**config.mk**
```make
export PLATFORM = sky130hd
export DESIGN_NAME = sys_op_sequencer
export DESIGN_NICKNAME = d
export VERILOG_FILES = /design/src/rtl/sys_op_sequencer.sv
export SDC_FILE = /design/constraint.sdc
export NUM_CORES = 1
export LEC_CHECK = 0
export CORE_ASPECT_RATIO = 2
export CORE_MARGIN = 2
export CORE_UTILIZATION = 40
export DETAILED_ROUTE_END_ITERATION = 6
export PLACE_DENSITY = 0.83
export SLEW_MARGIN = 40
export SYNTH_ARGS = -nofsm -noshare
export SYNTH_HDL_FRONTEND = slang
export SYNTH_SLANG_ARGS = --single-unit
```
**constraint.sdc**
```tcl
create_clock -name clk -period 4.91 [get_ports clk]
set_clock_uncertainty 0.2 [all_clocks]
set_input_delay 0.7365 -clock clk [delete_from_list [all_inputs] [get_ports clk]]
set_output_delay 0.7365 -clock clk [all_outputs]
set_load 0.1 [all_outputs]
```
**src/rtl/sys_op_sequencer.sv**
```systemverilog
// System-op sequencer: accepts one privileged op at a time, drains the pipeline,
// hands the op to the CSR unit or parks in WFI, and finishes with a fixed flush.
module sys_op_sequencer #(
  parameter int XLEN         = 64,
  parameter int FLUSH_CYCLES = 2
) (
  input  logic            clk,
  input  logic            rstn,
  input  logic            in_valid_i,
  output logic            in_ready_o,
  input  logic [2:0]      in_op_i,
  input  logic            in_fault_i,
  input  logic [XLEN-1:0] in_pc_i,
  input  logic            pipe_empty_i,
  input  logic            irq_pending_i,
  input  logic            debug_req_i,
  output logic            exec_valid_o,
  output logic [2:0]      exec_op_o,
  output logic [XLEN-1:0] exec_pc_o,
  input  logic            exec_done_i,
  output logic            fault_valid_o,
  output logic [XLEN-1:0] fault_pc_o,
  output logic            flush_o,
  output logic            wfi_o,
  output logic [31:0]     wfi_cycles_o,
  output logic            busy_o
);

  typedef enum logic [2:0] {
    S_IDLE  = 3'd0,
    S_FAULT = 3'd1,
    S_DRAIN = 3'd2,
    S_EXEC  = 3'd3,
    S_WFI   = 3'd4,
    S_FLUSH = 3'd5
  } state_t;

  localparam logic [2:0] OP_NONE     = 3'd0;
  localparam logic [2:0] OP_WFI      = 3'd4;
  localparam logic [2:0] OP_RESERVED = 3'd7;
  localparam logic [3:0] FLUSH_LOAD  = 4'(FLUSH_CYCLES - 1);

  state_t          state_q, state_d;
  logic [2:0]      op_q;
  logic [XLEN-1:0] pc_q;
  logic [3:0]      flush_cnt_q;
  logic [31:0]     wfi_cnt_q;
  logic            accept;
  logic            op_is_nop;

  // Handshake: an op transfers on a rising edge where in_valid_i && in_ready_o;
  // in_ready_o depends only on registered state, so valid may wait on ready.
  assign accept    = in_valid_i && (state_q == S_IDLE);
  assign op_is_nop = (in_op_i == OP_NONE) || (in_op_i == OP_RESERVED);

  always_comb begin
    state_d = state_q;
    case (state_q)
      S_IDLE: begin
        if (in_valid_i) begin
          if (in_fault_i)      state_d = S_FAULT;
          else if (!op_is_nop) state_d = S_DRAIN;
        end
      end
      S_FAULT: state_d = S_FLUSH;
      S_DRAIN: begin
        if (pipe_empty_i) state_d = (op_q == OP_WFI) ? S_WFI : S_EXEC;
      end
      S_EXEC:  if (exec_done_i) state_d = S_FLUSH;
      S_WFI:   if (irq_pending_i || debug_req_i) state_d = S_FLUSH;
      S_FLUSH: if (flush_cnt_q == 4'd0) state_d = S_IDLE;
      default: state_d = S_IDLE;
    endcase
  end

  always_ff @(posedge clk or negedge rstn) begin
    if (!rstn) state_q <= S_IDLE;
    else       state_q <= state_d;
  end

  always_ff @(posedge clk or negedge rstn) begin
    if (!rstn) begin
      op_q <= 3'd0;
      pc_q <= '0;
    end else if (accept) begin
      op_q <= in_op_i;
      pc_q <= in_pc_i;
    end
  end

  // Flush counter is loaded on entry so FLUSH lasts FLUSH_CYCLES cycles.
  always_ff @(posedge clk or negedge rstn) begin
    if (!rstn) begin
      flush_cnt_q <= 4'd0;
    end else if ((state_d == S_FLUSH) && (state_q != S_FLUSH)) begin
      flush_cnt_q <= FLUSH_LOAD;
    end else if ((state_q == S_FLUSH) && (flush_cnt_q != 4'd0)) begin
      flush_cnt_q <= flush_cnt_q - 4'd1;
    end
  end

  // WFI residency: cleared on entry, counts every WFI cycle, holds after exit.
  always_ff @(posedge clk or negedge rstn) begin
    if (!rstn) begin
      wfi_cnt_q <= 32'd0;
    end else if ((state_q == S_DRAIN) && (state_d == S_WFI)) begin
      wfi_cnt_q <= 32'd0;
    end else if ((state_q == S_WFI) && (wfi_cnt_q != 32'hFFFF_FFFF)) begin
      wfi_cnt_q <= wfi_cnt_q + 32'd1;
    end
  end

  assign in_ready_o    = (state_q == S_IDLE);
  assign busy_o        = (state_q != S_IDLE);
  assign fault_valid_o = (state_q == S_FAULT);
  assign exec_valid_o  = (state_q == S_EXEC);
  assign wfi_o         = (state_q == S_WFI);
  assign flush_o       = (state_q == S_FLUSH);
  assign exec_op_o     = op_q;
  assign exec_pc_o     = pc_q;
  assign fault_pc_o    = pc_q;
  assign wfi_cycles_o  = wfi_cnt_q;

endmodule

```
==> results of run 1 <==
## sequential cells by signal (all words and copies together) (netlist names)
register and cells:
flush_cnt_q 4, exec_op_o 3, state_q 3, wfi_cycles_o 32
exec_pc_o 64
## per-layer routing
metal / wire length [microns] / up-vias
li1: - / 1950
met1: 4952 / 2036
met2: 6775 / 263
met3: 1456 / 11
met4: 170 / 0
met5: 0 / -
## per-stage QoR
stage / hold WS (ps) / instances / utilization (%)
after floorplan: 240.9 / 470 / -
final: 171.2 / 802 / 52.68
after global placement: 285.8 / 786 / 56.81
after global routing: 219.4 / 802 / 52.68
after detailed placement: 290.5 / 786 / 50.22
after CTS: 300.4 / 802 / 52.65
## logic make-up after synthesis
family / after synthesis / synth area share, %
XOR/XNOR: 10 / 1.681
multiplexers: 69 / 14.87
flip-flops: 106 / 50.92
buffers and inverters: 98 / 12.11
adder cells (fa/ha/maj): 2 / 0.4803
AND/OR/NAND/NOR: 118 / 12.49
AO/OA/AOI/OAI: 67 / 7.447
## cell type report
type                    count  area (sq um)
fillers                  1188          6078
flip-flops and latches    106          2653
multi-input cells         266          1927
repair buffers            250          1640
clock buffers              10         239.0
well taps                 152         190.2
clock inverters             6         72.57
inverters                  12         45.04
## cells in the mapped netlist (4+ instances only)
cell	instances	area share (%)
sky130_fd_sc_hd__nand4_1	11	1.3
sky130_fd_sc_hd__xnor2_1	6	1.0
sky130_fd_sc_hd__a21oi_1	17	1.6
sky130_fd_sc_hd__and3_1	6	0.72
sky130_fd_sc_hd__a31oi_1	4	0.48
sky130_fd_sc_hd__inv_1	11	0.79
sky130_fd_sc_hd__mux2_2	67	14
sky130_fd_sc_hd__nor2_1	18	1.3
sky130_fd_sc_hd__clkbuf_1	11	0.79
sky130_fd_sc_hd__nand3_1	11	1.1
sky130_fd_sc_hd__and4_1	4	0.67
sky130_fd_sc_hd__and2_1	4	0.48
sky130_fd_sc_hd__nor4_1	8	0.96
sky130_fd_sc_hd__o21ai_0	27	2.6
sky130_fd_sc_hd__dfrtp_1	106	51
sky130_fd_sc_hd__nand2_1	22	1.6
sky130_fd_sc_hd__buf_4	66	9.5
sky130_fd_sc_hd__xor2_1	4	0.67
sky130_fd_sc_hd__or3_1	7	0.84
sky130_fd_sc_hd__nor3_1	15	1.4
## final timing paths
check,start,end,slack (ps),cells after the start
setup / recovery,wfi_cycles_o[12],wfi_cycles_o[28],1810,7
hold / removal,rstn,exec_pc_o[61],170,1
setup reg to reg,wfi_cycles_o[12],wfi_cycles_o[28],1810,7
hold reg to reg,wfi_cycles_o[22],wfi_cycles_o[22],300,1
max in group asynchronous,rstn,exec_pc_o[22],3370,2
min in group clk,wfi_cycles_o[22],wfi_cycles_o[22],300,1
==> metrics.txt, run 1 <==
post-synthesis sequential element count=~110; buffer levels on the longest clock path=2; status=finished clean; GR Util met2=approximately a third; number of antenna violations at the first check in global routing=0; most used routing layer in global routing=met2; count of cell types in the netlist=51; Worst Max-Slew Pin Slew=676.9 ps; final net count=722; share of final-layout standard cells stronger than drive strength 1=41.08%; RSZ-0062 raised after global routing=no; class of the tightest hold or removal check=input port to async pin; Worst Path Class, Setup=flop to flop; arrival time of the worst setup path=between 3000 and 4000 ps; synthesized instance count=470; post-route design area=about 6800 sq um; TritonCTS clock tree=yes; fmax=323.1 MHz; number of buffer and inverter stages on the critical path=1; commonest non-fill, non-tap cells in the layout=sky130_fd_sc_hd__buf_2, sky130_fd_sc_hd__dfrtp_1, sky130_fd_sc_hd__clkdlybuf4s50_1, sky130_fd_sc_hd__mux2_2, sky130_fd_sc_hd__o21ai_0; height of the die=roughly 170 microns; global-route wire length before repair=20,840 microns; met3 usage in global routing=roughly 5.0%; cell with the biggest individual delay on the critical path=sky130_fd_sc_hd__or4_4; final antenna diode count=0; number of setup violations in the final report=0; leading cell type in the layout, fill and taps excluded=sky130_fd_sc_hd__buf_2; placed wire-length estimate after detailed placement=10,230 microns; overall track demand over capacity in global routing=a little under a fifth; Root Buffer Master=sky130_fd_sc_hd__clkbuf_16; DR pass1 iterations=4; worst max-slew margin expressed relative to the limit=~55%; maximum number of pins on one net before global-route repair=65; number of CTS-inserted buffers=9; die width=between 80 and 90 microns; IO Pins=around 240; remaining antenna violation count=0; Final Hold Viols=0; Post-Route WL=between 10,000 and 15,000 microns; CTS Hold Bufs=0; number of warning messages in the yosys log=0; post-CTS setup-driven buffer insertion count=0; setup_tns=0 ps; data required time of the worst path=just under 5000 ps; detailed router's first-iteration violation count=approximately 150; largest incremental delay on the critical path=around 630 ps; clock sink count=106; number of H-tree levels=3; startpoint kind of the worst setup timing path=flop; maximum fanout along the worst path=11; worst path setup slack after routing=1815 ps; vias in the first global route=slightly above 4k; clock period minus final worst setup slack=3095 ps; Port Buf Inserts=243; mean post-synth cell area=between 10 and 15 sq um; Die ar.=14,010 sq um; dpl ws=1715 ps; Post-Synthesis Net Count=about 550; via count=around 4.3k; family of cells with the greatest summed delay on the critical path=simple AND/OR/NAND/NOR gates; proportion of synthesized flip-flops having asynchronous set or reset=100.0%; chain of cells forming the critical path=and4_1, nand3_1, or4_4, a21oi_1, buf_4, o21ai_0, o31ai_1; Resized cells post-CTS=0; Avg Vias per Cell=approximately 5.3; number of synthesized flops with an enable pin=0; max_cap viols=0; clock slew seen by the registers of the worst setup and hold paths=around 80 ps; Period Utilization, post-route=between 60 and 70%; met1 global-route usage=22.80%; Starting Density=about two fifths; Wirelength per Cell=~17 microns; overall overflow remaining after global route=0; endpoint class of the critical path=flop; DRC errors left=0; count of standard-cell rows=between 50 and 60; area grow syn2layout=29.91%; most common flop cell mapped by yosys=sky130_fd_sc_hd__dfrtp_1; post-synth design cell area=between 5000 and 6000 sq um; sequential area share after synthesis=50.92%; Core Footprint=approximately 13,000 sq um; later-pin clock latency in the skew report=340 ps; final weighted congestion of routability-driven global placement=approximately 0.84; count of pins over their slew limit=0; placed cell areas=roughly 6500 sq um
Power of run 1 is left out: the tool's default activity adds up to more than one toggle a clock period on the data nets, which glitch-free logic cannot reach.
==> run 2, diff against run 1 <==
- clock period: 4.91 -> 3.12 ns (I/O delays scaled with it)
==> metrics.txt, run 2 (same netlist as run 1, synthesis figures left out) <==
status=finished clean; detailed router's first-iteration violation count=223 (+50%); flip-flop count of the largest register, all copies and words added=64 (unchanged); arrival time of the worst setup path=2070 ps (-1050 ps); data required time of the worst path=2450 ps (-2490 ps); fmax=365.3 MHz; overall overflow remaining after global route=0 (unchanged); die width=84.69 microns (unchanged); RSZ-0062 raised after global routing=no; maximum number of pins on one net before global-route repair=49 (-25%); Final Hold Viols=0 (unchanged); area grow syn2layout=38.89%; Avg Vias per Cell=5.449 (+2.6%); startpoint kind of the worst setup timing path=flop; remaining antenna violation count=0 (unchanged); multi-input gate area in the final layout=1938 sq um (+0.58%); largest incremental delay on the critical path=460 ps (-170 ps); height of the die=165.4 microns (unchanged); Worst Path Class, Setup=flop to output pin; setup_tns=0 ps (unchanged); number of CTS-inserted buffers=9 (unchanged); placed wire-length estimate after detailed placement=10,770 microns (+5.3%); later-pin clock latency in the skew report=340 ps (about the same); Core Footprint=12,840 sq um (unchanged); buffer levels on the longest clock path=2 (unchanged); DRC errors left=0 (unchanged); Root Buffer Master=sky130_fd_sc_hd__clkbuf_16; Die ar.=14,010 sq um (unchanged); clock slew seen by the registers of the worst setup and hold paths=70 ps (about the same); count of pins over their slew limit=0 (unchanged); via count=4,403 (+3.4%); Period Utilization, post-route=between 80 and 90%; Wirelength per Cell=17.30 microns (+3.9%); Post-Route WL=13,980 microns (+4.7%); number of antenna violations at the first check in global routing=0 (unchanged); IO Pins=244 (unchanged); endpoint class of the critical path=output pin; Seq. cell area=2654 sq um (about the same); count of standard-cell rows=59 (unchanged); number of setup violations in the final report=0 (unchanged); clock sink count=106 (unchanged); class of the tightest hold or removal check=flop to flop; number of H-tree levels=3 (unchanged); final antenna diode count=0 (unchanged); Starting Density=40.55% (unchanged); chain of cells forming the critical path=inv_1, or3_1, clkinv_1, buf_12; overall track demand over capacity in global routing=19.91% (+1.1 points); clock period minus final worst setup slack=between 2000 and 3000 ps; max_cap viols=0 (unchanged); vias in the first global route=4,319 (+7.4%); post-CTS setup-driven buffer insertion count=0 (unchanged); Filler Cell Count=1,114 (-6.2%); final weighted congestion of routability-driven global placement=0.9210 (+9.6%); cell with the biggest individual delay on the critical path=sky130_fd_sc_hd__dfrtp_1; Port Buf Inserts=243 (unchanged); DR pass1 iterations=5 (+1); TritonCTS clock tree=yes; leading cell type in the layout, fill and taps excluded=sky130_fd_sc_hd__buf_4; commonest non-fill, non-tap cells in the layout=sky130_fd_sc_hd__buf_4, sky130_fd_sc_hd__dfrtp_1, sky130_fd_sc_hd__clkdlybuf4s50_1, sky130_fd_sc_hd__mux2_2, sky130_fd_sc_hd__o21ai_0; final net count=728 (+0.83%); maximum fanout along the worst path=13 (+2); global-route wire length before repair=22,100 microns (+6.0%); Worst Max-Slew Pin Slew=690.4 ps (+13.55 ps); worst max-slew margin expressed relative to the limit=53.55% (-0.98 points); share of final-layout standard cells stronger than drive strength 1=41.77% (+0.69 points)
-- run 2: cell types whose count changed in the layout (fill, tap and decap cells not counted), sizes merged --
cell | previous run | this run
buf | 177 | 182
clkinvlp | 0 | 3
bufinv | 1 | 0
clkbuf | 10 | 9
clkinv | 4 | 3
dlygate4sd3 | 0 | 1
-- run 2: area by class of cell --
| cell class | count | share of cell area (%) |
|---|---|---|
| clock inverter | 7 | 0.8648 |
| multi-input combinational | 266 | 26.79 |
| sequential | 106 | 36.68 |
| tap | 152 | 2.629 |
| timing repair buffer | 256 | 29.30 |
| clock buffer | 9 | 3.113 |
| inverter | 12 | 0.6226 |
-- run 2: routing by layer --
metal | track usage (%) | up-vias | wire length [microns]
li1 | - | 1967 | -
met1 | 23.64 | 2089 | 5274
met2 | 34.54 | 319 | 6840
met3 | 6.113 | 28 | 1603
met4 | 5.916 | 0 | 259
met5 | 0 | - | 0
-- run 2: path summary, 6_finish.rpt --
check / endpoint / start / slack (ps) / cells after the start
setup reg to reg: wfi_cycles_o[5] / wfi_cycles_o[0] / 490 / 7
max in group asynchronous: wfi_cycles_o[7] / rstn / 1460 / 3
setup / recovery: wfi_o / state_q[2] / 380 / 4
hold reg to reg: wfi_cycles_o[28] / wfi_cycles_o[28] / 310 / 1
min in group asynchronous: wfi_cycles_o[27] / rstn / 340 / 2
hold / removal: wfi_cycles_o[28] / wfi_cycles_o[28] / 310 / 1
-- run 2: through the flow --
stage	instances	instance area, sq um	setup WS (ps)	util [%]	hold WS (ps)
after floorplan	470	5221	24.96	-	-27.59
after global placement	791	6937	624.0	54.00	146.7
after detailed placement	791	6937	539.8	54.00	150.6
after CTS	808	7234	411.9	56.32	307.1
after global routing	808	7234	232.4	56.32	328.5
final	808	7234	382.5	56.32	309.4
-- run 2: worst max-delay path, delay by kind of cell, from the launching register on --
| family | cells | cell delay (ps) |
|---|---|---|
| AND/OR/NAND/NOR | 1 | 420 |
| flip-flops | 1 | 460 |
| buffers and inverters | 3 | 850 |
-- run 2: timing repair --
action | CTS | global route
setup endpoints to repair | 0 | 0
gates resized for setup | 0 | 0
hold buffers | 1 | 0
endpoints found under the hold margin | 17 | 0
Power of run 2 is left out for the same reason.
==> run 3, diff against run 2 <==
- CORE_UTILIZATION: 40 -> 42
- PLACE_DENSITY: 0.83 -> 0.87
==> metrics.txt, run 3 (same netlist as run 1, synthesis figures left out) <==
buffer levels on the longest clock path=2 (unchanged); arrival time of the worst setup path=1950 ps (-120 ps); leading cell type in the layout, fill and taps excluded=sky130_fd_sc_hd__buf_4; commonest non-fill, non-tap cells in the layout=sky130_fd_sc_hd__buf_4, sky130_fd_sc_hd__dfrtp_1, sky130_fd_sc_hd__clkdlybuf4s50_1, sky130_fd_sc_hd__mux2_2, sky130_fd_sc_hd__o21ai_0; Root Buffer Master=sky130_fd_sc_hd__clkbuf_16; placed wire-length estimate after detailed placement=11,400 microns (+5.9%); Die ar.=13,360 sq um (-4.6%); overall track demand over capacity in global routing=21.41% (+1.5 points); die width=82.75 microns (-2.3%); Wirelength per Cell=17.95 microns (+3.7%); Worst Path Class, Setup=flop to output pin; startpoint kind of the worst setup timing path=flop; clock sink count=106 (unchanged); number of antenna violations at the first check in global routing=1 (+1); endpoint class of the critical path=output pin; TritonCTS clock tree=yes; flip-flop count of the largest register, all copies and words added=64 (unchanged); Core Footprint=12,120 sq um (-5.6%); overall overflow remaining after global route=0 (unchanged); Port Buf Inserts=243 (unchanged); clock period minus final worst setup slack=2617 ps (-120.3 ps); detailed router's first-iteration violation count=99 (-56%); number of setup violations in the final report=0 (unchanged); CTS Hold Bufs=1 (unchanged); number of H-tree levels=3 (unchanged); fmax=382.1 MHz (+4.6%); global-route wire length before repair=21,800 microns (-1.3%); Resized cells post-CTS=0 (unchanged); count of standard-cell rows=57 (-3.4%); area grow syn2layout=38.91% (about the same); DRC errors left=0 (unchanged); later-pin clock latency in the skew report=340 ps (about the same); IO Pins=244 (unchanged); RSZ-0062 raised after global routing=no; final net count=729 (+0.14%); post-CTS setup-driven buffer insertion count=0 (unchanged); number of CTS-inserted buffers=9 (unchanged); max_cap viols=0 (unchanged); maximum number of pins on one net before global-route repair=38 (-22%); maximum fanout along the worst path=9 (-4); share of final-layout standard cells stronger than drive strength 1=41.86% (+0.089 points); Post-Route WL=14,450 microns (+3.4%); setup_tns=0 ps (unchanged); data required time of the worst path=2450 ps (about the same); Final Hold Viols=0 (unchanged); dpl ws=547.8 ps (+8.029 ps); Starting Density=42.96% (+2.4 points); Worst Max-Slew Pin Slew=698.1 ps (+7.728 ps); class of the tightest hold or removal check=flop to flop; status=finished clean; height of the die=161.5 microns (-2.4%); Period Utilization, post-route=83.88% (-3.9 points); vias in the first global route=4,263 (-1.3%); worst max-slew margin expressed relative to the limit=53.03% (-0.52 points); final weighted congestion of routability-driven global placement=0.9079 (-1.4%); DR pass1 iterations=5 (unchanged); worst path setup slack after routing=502.8 ps (+120.3 ps); remaining antenna violation count=0 (unchanged); Avg Vias per Cell=5.297 (-2.8%); count of pins over their slew limit=0 (unchanged); clock slew seen by the registers of the worst setup and hold paths=80 ps (about the same); via count=4,264 (-3.2%)
[run 3: cell types whose count changed in the layout (fill, tap and decap cells not counted), sizes merged]
cell,delta
buf,+1
clkbuf,+1
clkinvlp,-2
diode,+1
inv,+1
[run 3: final timing paths]
check                           slack (ps)              from  depth (start not counted)          endpoint
max in group asynchronous             1490              rstn                          3     exec_pc_o[15]
worst min-delay path                   320  wfi_cycles_o[28]                          1  wfi_cycles_o[28]
worst max register to register         540   wfi_cycles_o[0]                          7   wfi_cycles_o[5]
worst max-delay path                   500        state_q[2]                          4             wfi_o
worst min register to register         320  wfi_cycles_o[28]                          1  wfi_cycles_o[28]
min in group asynchronous              440              rstn                          2     exec_pc_o[22]
[run 3: routing by layer]
layer	GRT usage, %	part of all wire (%)	vias to the layer above
met1	22.37	34	2069
met5	0	0	-
li1	-	-	1965
met2	40.14	56	195
met4	8.122	2.9	0
met3	4.246	6.8	35
[run 3: final cells by class]
| type | instances | area [sq um] |
|---|---|---|
| diodes | 1 | 2.502 |
| clock inverters | 6 | 46.29 |
| fillers | 1011 | 4888 |
| repair buffers | 257 | 2127 |
| clock buffers | 10 | 239.0 |
| inverters | 12 | 45.04 |
| flip-flops and latches | 106 | 2654 |
| multi-input cells | 266 | 1938 |
| well taps | 147 | 183.9 |
[run 3: per-stage QoR]
step	cells	util (%)	area, sq um	hold WS, ps
2_1_floorplan	470	-	5221	-27.59
3_3_place_gp	787	57.22	6938	277.0
3_5_place_dp	787	57.22	6938	277.5
4_1_cts	804	59.66	7233	315.6
5_1_grt	804	59.66	7233	355.5
6_report	805	59.68	7236	319.8
[run 3: worst max-delay path, cell delays in order (launching register included)]
cell and delay [ps]:
sky130_fd_sc_hd__dfrtp_1 470, sky130_fd_sc_hd__inv_1 120, sky130_fd_sc_hd__or3_1 530, sky130_fd_sc_hd__clkinv_1 270, sky130_fd_sc_hd__buf_12 210
Power of run 3 is left out for the same reason.
